[src/rtl/zenith_soc.sv]
// CPU-side bus bridge: decodes CPU load/store requests into per-device register
// accesses (IO region) or DDR accesses, with one outstanding transaction per channel.
module zenith_soc #(
   parameter int          GPIO_DEVICE_NUMBER       = 1,
   parameter int          UART_DEVICE_NUMBER       = 1,
   parameter int          SPI_DEVICE_NUMBER        = 1,
   parameter logic [31:0] USER_MEMORY_REGION_START = 32'h0010_0000,
   parameter int          LOCK_CYCLES              = 16,
   localparam int         DEVICES = GPIO_DEVICE_NUMBER + UART_DEVICE_NUMBER + SPI_DEVICE_NUMBER
) (
   input  logic                       clk_i,
   input  logic                       rst_n_i,
   output logic                       locked_o,
   input  logic                       cpu_load_request_i,
   input  logic [31:0]                cpu_load_address_i,
   input  logic                       cpu_load_invalidate_i,
   output logic [31:0]                cpu_load_data_o,
   output logic                       cpu_load_valid_o,
   input  logic                       cpu_store_request_i,
   input  logic [31:0]                cpu_store_address_i,
   input  logic [31:0]                cpu_store_data_i,
   output logic                       cpu_store_done_o,
   output logic                       ddr_load_request_o,
   output logic [31:0]                ddr_load_address_o,
   output logic                       ddr_load_invalidate_o,
   input  logic [31:0]                ddr_load_data_i,
   input  logic                       ddr_load_valid_i,
   output logic                       ddr_store_request_o,
   output logic [31:0]                ddr_store_address_o,
   output logic [31:0]                ddr_store_data_o,
   input  logic                       ddr_store_done_i,
   output logic [DEVICES-1:0]         write_request_o,
   output logic [DEVICES-1:0][5:0]    write_address_o,
   output logic [DEVICES-1:0][31:0]   write_data_o,
   input  logic [DEVICES-1:0]         write_done_i,
   output logic [DEVICES-1:0]         read_request_o,
   output logic [DEVICES-1:0][5:0]    read_address_o,
   input  logic [DEVICES-1:0][31:0]   read_data_i,
   input  logic [DEVICES-1:0]         read_valid_i
);

   typedef enum logic [1:0] {S_IDLE, S_PENDING, S_RESPOND} state_t;

   localparam int LW = $clog2(LOCK_CYCLES + 1);

   logic [LW-1:0]      r_lock_cnt;
   logic               r_locked;

   state_t             r_ld_state, w_ld_next;
   logic               r_ld_ddr;
   logic [4:0]         r_ld_slot;
   logic [5:0]         r_ld_word;
   logic [31:0]        r_ld_data;
   logic [31:0]        r_ddr_ld_addr;
   logic               r_ddr_ld_req;
   logic               r_ddr_ld_inv;
   logic [DEVICES-1:0] r_rd_req;

   state_t             r_st_state, w_st_next;
   logic               r_st_ddr;
   logic [4:0]         r_st_slot;
   logic [5:0]         r_st_word;
   logic [31:0]        r_st_data;
   logic [31:0]        r_ddr_st_addr;
   logic               r_ddr_st_req;
   logic [DEVICES-1:0] r_wr_req;

   logic               w_ld_io, w_ld_slot_ok, w_ld_accept, w_ld_ack, w_ld_io_ack, w_ld_cancel;
   logic [4:0]         w_ld_slot;
   logic [31:0]        w_ld_io_data;
   logic               w_st_io, w_st_slot_ok, w_st_accept, w_st_ack, w_st_io_ack;
   logic [4:0]         w_st_slot;

   // Lock counter: locked rises on the LOCK_CYCLES-th edge after reset release
   always_ff @(posedge clk_i) begin
      if (rst_n_i) begin
         r_lock_cnt <= '0;
         r_locked   <= 1'b0;
      end else if (!r_locked) begin
         if (r_lock_cnt == LW'(LOCK_CYCLES - 1)) r_locked <= 1'b1;
         r_lock_cnt <= r_lock_cnt + 1'b1;
      end
   end

   assign w_ld_io      = cpu_load_address_i < USER_MEMORY_REGION_START;
   assign w_ld_slot    = cpu_load_address_i[12:8];
   assign w_ld_slot_ok = {1'b0, w_ld_slot} < 6'(DEVICES);
   assign w_ld_accept  = r_locked && (r_ld_state == S_IDLE) && cpu_load_request_i;
   assign w_st_io      = cpu_store_address_i < USER_MEMORY_REGION_START;
   assign w_st_slot    = cpu_store_address_i[12:8];
   assign w_st_slot_ok = {1'b0, w_st_slot} < 6'(DEVICES);
   assign w_st_accept  = r_locked && (r_st_state == S_IDLE) && cpu_store_request_i;

   always_ff @(posedge clk_i) begin
      if (rst_n_i) begin
         r_ld_state <= S_IDLE;
         r_st_state <= S_IDLE;
      end else begin
         r_ld_state <= w_ld_next;
         r_st_state <= w_st_next;
      end
   end

   // Load channel next state; invalidate beats a same-cycle response
   always_comb begin
      w_ld_next    = r_ld_state;
      w_ld_io_ack  = 1'b0;
      w_ld_io_data = '0;
      for (int d = 0; d < DEVICES; d++) begin
         if (r_ld_slot == 5'(d)) begin
            w_ld_io_ack  = read_valid_i[d];
            w_ld_io_data = read_data_i[d];
         end
      end
      w_ld_ack    = r_ld_ddr ? ddr_load_valid_i : w_ld_io_ack;
      w_ld_cancel = (r_ld_state == S_PENDING) && cpu_load_invalidate_i;
      case (r_ld_state)
         S_IDLE:    if (w_ld_accept) w_ld_next = (w_ld_io && !w_ld_slot_ok) ? S_RESPOND : S_PENDING;
         S_PENDING: if (cpu_load_invalidate_i) w_ld_next = S_IDLE;
                    else if (w_ld_ack)     w_ld_next = S_RESPOND;
         default:   w_ld_next = S_IDLE;
      endcase
   end

   always_comb begin
      w_st_next   = r_st_state;
      w_st_io_ack = 1'b0;
      for (int d = 0; d < DEVICES; d++) begin
         if (r_st_slot == 5'(d)) w_st_io_ack = write_done_i[d];
      end
      w_st_ack = r_st_ddr ? ddr_store_done_i : w_st_io_ack;
      case (r_st_state)
         S_IDLE:    if (w_st_accept) w_st_next = (w_st_io && !w_st_slot_ok) ? S_RESPOND : S_PENDING;
         S_PENDING: if (w_st_ack) w_st_next = S_RESPOND;
         default:   w_st_next = S_IDLE;
      endcase
   end

   always_ff @(posedge clk_i) begin
      if (rst_n_i) begin
         r_ld_ddr      <= 1'b0;
         r_ld_slot     <= '0;
         r_ld_word     <= '0;
         r_ld_data     <= '0;
         r_ddr_ld_addr <= '0;
         r_ddr_ld_req  <= 1'b0;
         r_ddr_ld_inv  <= 1'b0;
         r_rd_req      <= '0;
      end else begin
         r_ddr_ld_req <= 1'b0;
         r_ddr_ld_inv <= w_ld_cancel && r_ld_ddr;
         r_rd_req     <= '0;
         if (w_ld_accept) begin
            r_ld_ddr      <= !w_ld_io;
            r_ld_slot     <= w_ld_slot;
            r_ld_word     <= cpu_load_address_i[7:2];
            r_ddr_ld_addr <= cpu_load_address_i;
            r_ld_data     <= '0;
            if (!w_ld_io)         r_ddr_ld_req <= 1'b1;
            else if (w_ld_slot_ok) r_rd_req    <= DEVICES'(1) << w_ld_slot;
         end
         if ((r_ld_state == S_PENDING) && !cpu_load_invalidate_i && w_ld_ack)
            r_ld_data <= r_ld_ddr ? ddr_load_data_i : w_ld_io_data;
      end
   end

   always_ff @(posedge clk_i) begin
      if (rst_n_i) begin
         r_st_ddr      <= 1'b0;
         r_st_slot     <= '0;
         r_st_word     <= '0;
         r_st_data     <= '0;
         r_ddr_st_addr <= '0;
         r_ddr_st_req  <= 1'b0;
         r_wr_req      <= '0;
      end else begin
         r_ddr_st_req <= 1'b0;
         r_wr_req     <= '0;
         if (w_st_accept) begin
            r_st_ddr      <= !w_st_io;
            r_st_slot     <= w_st_slot;
            r_st_word     <= cpu_store_address_i[7:2];
            r_st_data     <= cpu_store_data_i;
            r_ddr_st_addr <= cpu_store_address_i;
            if (!w_st_io)         r_ddr_st_req <= 1'b1;
            else if (w_st_slot_ok) r_wr_req    <= DEVICES'(1) << w_st_slot;
         end
      end
   end

   always_comb begin
      write_address_o = '0;
      write_data_o    = '0;
      read_address_o  = '0;
      for (int d = 0; d < DEVICES; d++) begin
         write_address_o[d] = r_st_word;
         write_data_o[d]    = r_st_data;
         read_address_o[d]  = r_ld_word;
      end
   end

   assign locked_o              = r_locked;
   assign cpu_load_valid_o      = (r_ld_state == S_RESPOND);
   assign cpu_load_data_o       = r_ld_data;
   assign cpu_store_done_o      = (r_st_state == S_RESPOND);
   assign ddr_load_request_o    = r_ddr_ld_req;
   assign ddr_load_address_o    = r_ddr_ld_addr;
   assign ddr_load_invalidate_o = r_ddr_ld_inv;
   assign ddr_store_request_o   = r_ddr_st_req;
   assign ddr_store_address_o   = r_ddr_st_addr;
   assign ddr_store_data_o      = r_st_data;
   assign write_request_o       = r_wr_req;
   assign read_request_o        = r_rd_req;

endmodule

[config.mk]
export PLATFORM = sky130hd
export DESIGN_NAME = zenith_soc
export DESIGN_NICKNAME = d
export VERILOG_FILES = /design/src/rtl/zenith_soc.sv
export SDC_FILE = /design/constraint.sdc
export NUM_CORES = 1
export LEC_CHECK = 0
export BUFFER_PORTS_ARGS = -buffer_cell sky130_fd_sc_hd__buf_2
export CAP_MARGIN = 0
export CORE_AREA = 2 2 200 202
export DETAILED_ROUTE_END_ITERATION = 8
export DIE_AREA = 0 0 202 204
export GPL_ROUTABILITY_DRIVEN = 0
export HOLD_SLACK_MARGIN = 0.1
export RECOVER_POWER = 100
export SYNTH_ARGS = -nofsm -noshare
export SYNTH_HDL_FRONTEND = slang
export SYNTH_SLANG_ARGS = --single-unit
[constraint.sdc]
create_clock -name clk_i -period 3 [get_ports clk_i]
set_input_delay 0.15 -clock clk_i [delete_from_list [all_inputs] [get_ports clk_i]]
set_output_delay 0.15 -clock clk_i [all_outputs]
set_load 0.005 [all_outputs]
Word level (Yosys, flattened, before mapping) --
Cells that the tools add are included. Widths: inputs -> output; s select.
Storage, ports and cells: input port bits 237, flip-flop bits (word level) 171, word-level logic and storage cells 98, output and inout port bits 272
Cells by class: equality and inequality tests 13, reduce and logical (&&, ||, !) cells 26, shift-type cells 2, bitwise logic cells 6, $add $sub $neg 1, magnitude comparators 4, muxes and demuxes 27
Operator list (count):
- $mux 32 | 6
- $lt 32x21->1 const B | 2
- $mux 2 | 7
- $mux 1 | 12
- $eq 5x1->1 const B | 2
- $eq 5x2->1 const B | 2
- $logic_and 1x1->1 | 10
- $logic_not 5->1 | 2
- $lt 5x2->1 const B | 2
- $shl 1x5->3 const A | 2
- $pmux 2 s2 | 2
- $reduce_or 4->1 | 2
- $ne 2x2->1 const B | 3
- $not 1->1 | 6
- $add 5x1->5 const B | 1
- $eq 5x4->1 const B | 1
- $logic_not 1->1 | 5
- $eq 2x1->1 const B | 2
- $eq 2x2->1 const B | 2
- $logic_not 2->1 | 2
- $reduce_and 2->1 | 2
- $reduce_or 2->1 | 2
- $ne 3x3->1 const B | 1
- $reduce_bool 2->1 | 1

Depth between registers and ports, before layout --
depth in word-level cells 8, mapped depth 7, mapped depth without buffers 6

Worst setup path before layout --
Ideal clock, no wire load.
kind register -> register, from reg r_ld_slot[0], to reg r_ld_data[10], in the netlist cpu_load_data_o[10], stages on the path, launching flop included 6, path buffers 2, period minus slack after synthesis 1.669 ns, setup time 0.125 ns, required time 2.875 ns, data arrival time 1.544 ns, setup slack 1.331 ns, cells stage by stage dfxtp_1 buf_2 clkbuf_1 mux2_2 a222oi_1 o2bb2ai_1
On the way: word-level cells in the longest chain between the ends 7, elaborated cells on any way between the ends 14, those cells by class 2 x eq/ne; 9 x mux; 3 x reduce/logical
RTL lines:
- start: declaration | RTL line 51 | logic [4:0] r_ld_slot;
- start signal: assignment | RTL line 155 | r_ld_slot <= w_ld_slot;
- $logic_not 5->1 | RTL line 110 | if (r_ld_slot == 5'(d)) begin
- $mux 1 (3 in series) | RTL line 110
- $mux 1 | RTL line 115 | w_ld_ack = r_ld_ddr ? ddr_load_valid_i : w_ld_io_ack;
- $logic_and 1x1->1 | RTL line 162 | if ((r_ld_state == S_PENDING) && !cpu_load_invalidate_i && w_ld_ack)
- $mux 32 or $reduce_bool 2->1 (tied branches)
- end signal: assignment | RTL line 163 | r_ld_data <= r_ld_ddr ? ddr_load_data_i : w_ld_io_data;
- end: declaration | RTL line 53 | logic [31:0] r_ld_data;
Several ways; a longest one is shown, not always the timed one. A chain may end at the register's enable or synchronous reset.

Final worst setup path --
from reg r_ld_slot[0], to reg r_ld_data[19], in the netlist cpu_load_data_o[19]
Same word-level chain as after synthesis.

==> impl_metrics.tcl <==
set metrics [dict create \
    die_area_mm2 0.0412 \
    fin_nets 1573 \
    multi_input_area_mm2 0.00276 \
    synth_compound_area_frac 0.170 \
    drt-total-wl_um 26900 \
    status "finished, final reports clean" \
    routed.top_layer "met4" \
    final_common_cell "buf_2" \
    diodes 0 \
    tns_ns 0 \
    insertion_delay_ns 0.43 \
    finalHoldViolCount 0 \
    relSlewSlack 0.325 \
    drtAntennaViolNets 0 \
    place_area_mm2 0.00910 \
    syn_nets 1057 \
    via_count 7851 \
    crit_type "reg2reg" \
    place_hpwl_um 18900 \
    synth_top_family_by_area "buffers and inverters" \
    setup_violations 0 \
    hold_buffers 165 \
    areaGrowthSynthToFinish_pct 59.6 \
    power_mw 4.62 \
    skew_ns 0.00795 \
    drtIter0Drc 679 \
    fmax_ghz 0.377 \
    gr-total-overflow 0 \
    io_pins 509 \
    drtPass1Iterations 9 \
    vias_per_cell 4.20 \
    route.met2.wl_um 13600 \
    final.setup.worst_slack_ns 0.346 \
    synth_cells 818 \
    grt_use_total 0.123 \
    cp-startpoint "r_ld_slot[0]" \
    routedWlPerCell_um 14.4 \
    remaining_drc_errors 0 \
    synth-simple-area-share 0.161 \
    drive_gt1_frac 0.335 \
    slew_violations 0 \
    period_minus_slack_ns 2.65 \
    leakagePower_nw 4.79 \
    timing.rr.start "r_ld_slot[0]" \
    postCtsSetupBuffers 0 \
    cp-start-kind "flip-flop" \
    final_cell_mix "buf_2, nand2_1, dlygate4sd3_1, dfxtp_1, clkbuf_1" \
    num_rows 73 \
    tightest_slew_ns 1.01 \
    hp-start "ddr_store_done_i" \
    rsz0062_at_grt "false" \
    htree_levels 4 \
    holdWs_ns 0.153 \
    synth_xor_area_frac 0.00376 \
    clockBufferDepth 2 \
    coreArea_mm2 0.0392 \
    path_clk_slew_ns 0.07 \
    die_width_um 202 \
    io_buffer_count 508 \
    pre_cts_ws_ns 0.961 \
    finalCritPeriodShare 0.885 \
    ir_worst_vdd_v 0.000364 \
    synth-adder-area-share 0.00359 \
    cp-end-kind "flip-flop" \
    powerDensity_mw_per_mm2 415 \
    wl_met3_um 2120 \
    synth_warnings 0 \
    grt_max_degree 70 \
    regArea_mm2 0.00298 \
    yosysSeqAreaShare 0.427 \
    ys_ff_latch 149 \
    syn_avg_cell_area_um2 8.53 \
    final_area_mm2 0.0111 \
    cts_root_buf "clkbuf_16" \
    critPathArrivalTime_ns 2.97 \
    nFillCells 4191 \
    cts_tree "built" \
    crit_fanout 35 \
    die_h_um 204 \
    cts_buffers 17 \
    yosysUniqueCellTypes 42 \
    initial_core_util 0.178 \
    cts.sinks 149 \
    grt_pass1_vias 7398 \
    ys_async_sr_fraction 0 \
    antenna_found_initial 2 \
    m1WireLength_um 10300 \
    ys.flop_type "dfxtp_1" \
    synth_edf_count 0 \
    muxShareOfSynthArea 0.0543 \
    postCtsResizedCells 0 \
    cp.required_ns 3.32 \
    mappedNetlistArea_mm2 0.00698 \
    grt_pass1_wl_um 39500 \
    hold_path.class "in2reg" \
    maxCapViolCount 0 \
]
[layer usage]
metal	GRT usage	vias to the layer above
met5	0	-
met4	0.0604	0
met3	0.0336	54
met2	0.216	410
met1	0.136	3654
li1	-	3733
[synth_stat cells, types with 2 or more instances]
master     count  area share
mux2i_1        3      0.0043
nand3b_1       3      0.0032
inv_1          3      0.0016
a211oi_1       2      0.0022
a21oi_1       98       0.070
o2bb2ai_1     32       0.040
ha_1           2      0.0036
nand2_1      206        0.11
o21ai_0        2      0.0014
and3_1         3      0.0027
nand4bb_1      2      0.0032
nor2b_1        3      0.0027
buf_6          3      0.0048
and4b_1        2      0.0029
xor2_1         2      0.0025
buf_1          4      0.0022
nand3_1        3      0.0022
nor3_1         8      0.0057
dfxtp_1      149        0.43
a211oi_2       2      0.0036
buf_2         10      0.0072
nor2_1        15      0.0081
nor3b_1        4      0.0043
nand2b_1       2      0.0018
buf_4        132        0.14
a222oi_1      31       0.044
nor4_1         8      0.0072
mux2_2        31       0.050
clkbuf_1      40       0.022
[registers in the layout, indices dropped and copies added, names as in the netlist, 4 cells and up]
| name | count |
|---|---|
| ddr_store_data_o | 32 |
| r_st_word | 5 |
| cpu_load_data_o | 32 |
| r_ld_word | 5 |
| r_lock_cnt | 5 |
| r_ld_slot | 4 |
| r_st_slot | 4 |
| ddr_store_address_o | 23 |
| ddr_load_address_o | 23 |
[final timing paths]
path	end	slack, ns	cells after the start
setup reg to reg	cpu_load_data_o[19]	0.35	5
hold reg to reg	ddr_store_address_o[21]	0.46	2
setup / recovery	cpu_load_data_o[19]	0.35	5
hold / removal	r_st_state[0]	0.15	5
[area by class of cell]
cell class | count | share of cell area
inverter | 3 | 0.00101
timing repair buffer | 686 | 0.371
sequential | 149 | 0.268
clock buffer | 19 | 0.0398
clock inverter | 12 | 0.0138
tap | 525 | 0.0590
multi-input combinational | 477 | 0.248
[per-stage QoR]
| stage | instances | util |
|---|---|---|
| global placement | 1675 | 0.232 |
| detailed placement | 1675 | 0.232 |
| finish | 1871 | 0.284 |
| floorplan | 818 | - |
| CTS | 1871 | 0.290 |
| global route | 1871 | 0.284 |
[power by group]
| group | switching, mW | internal, mW | leakage [nW] | total (mW) |
|---|---|---|---|---|
| sequential | 0.00310 | 1.98 | 1.20 | 1.98 |
| combinational | 0.154 | 0.285 | 3.30 | 0.439 |
| clock | 0.871 | 1.33 | 0.286 | 2.20 |
| total | 1.03 | 3.59 | 4.79 | 4.62 |
[cell families after synthesis]
kind of cell,count (synthesis)
xor+xnor,3
fa+ha+maj,2
simple gates,264
mux,34
compound gates,174
buf+inv,192
flops,149
[critical path, stage by stage (launching register included)]
cell and delay, ns:
dfxtp_1 0.36, clkbuf_2 0.72, mux2_1 0.47, a222oi_1 0.28
dlygate4sd3_1 0.61, o2bb2ai_1 0.07
Note: power is estimated with default switching activity, not from simulation.
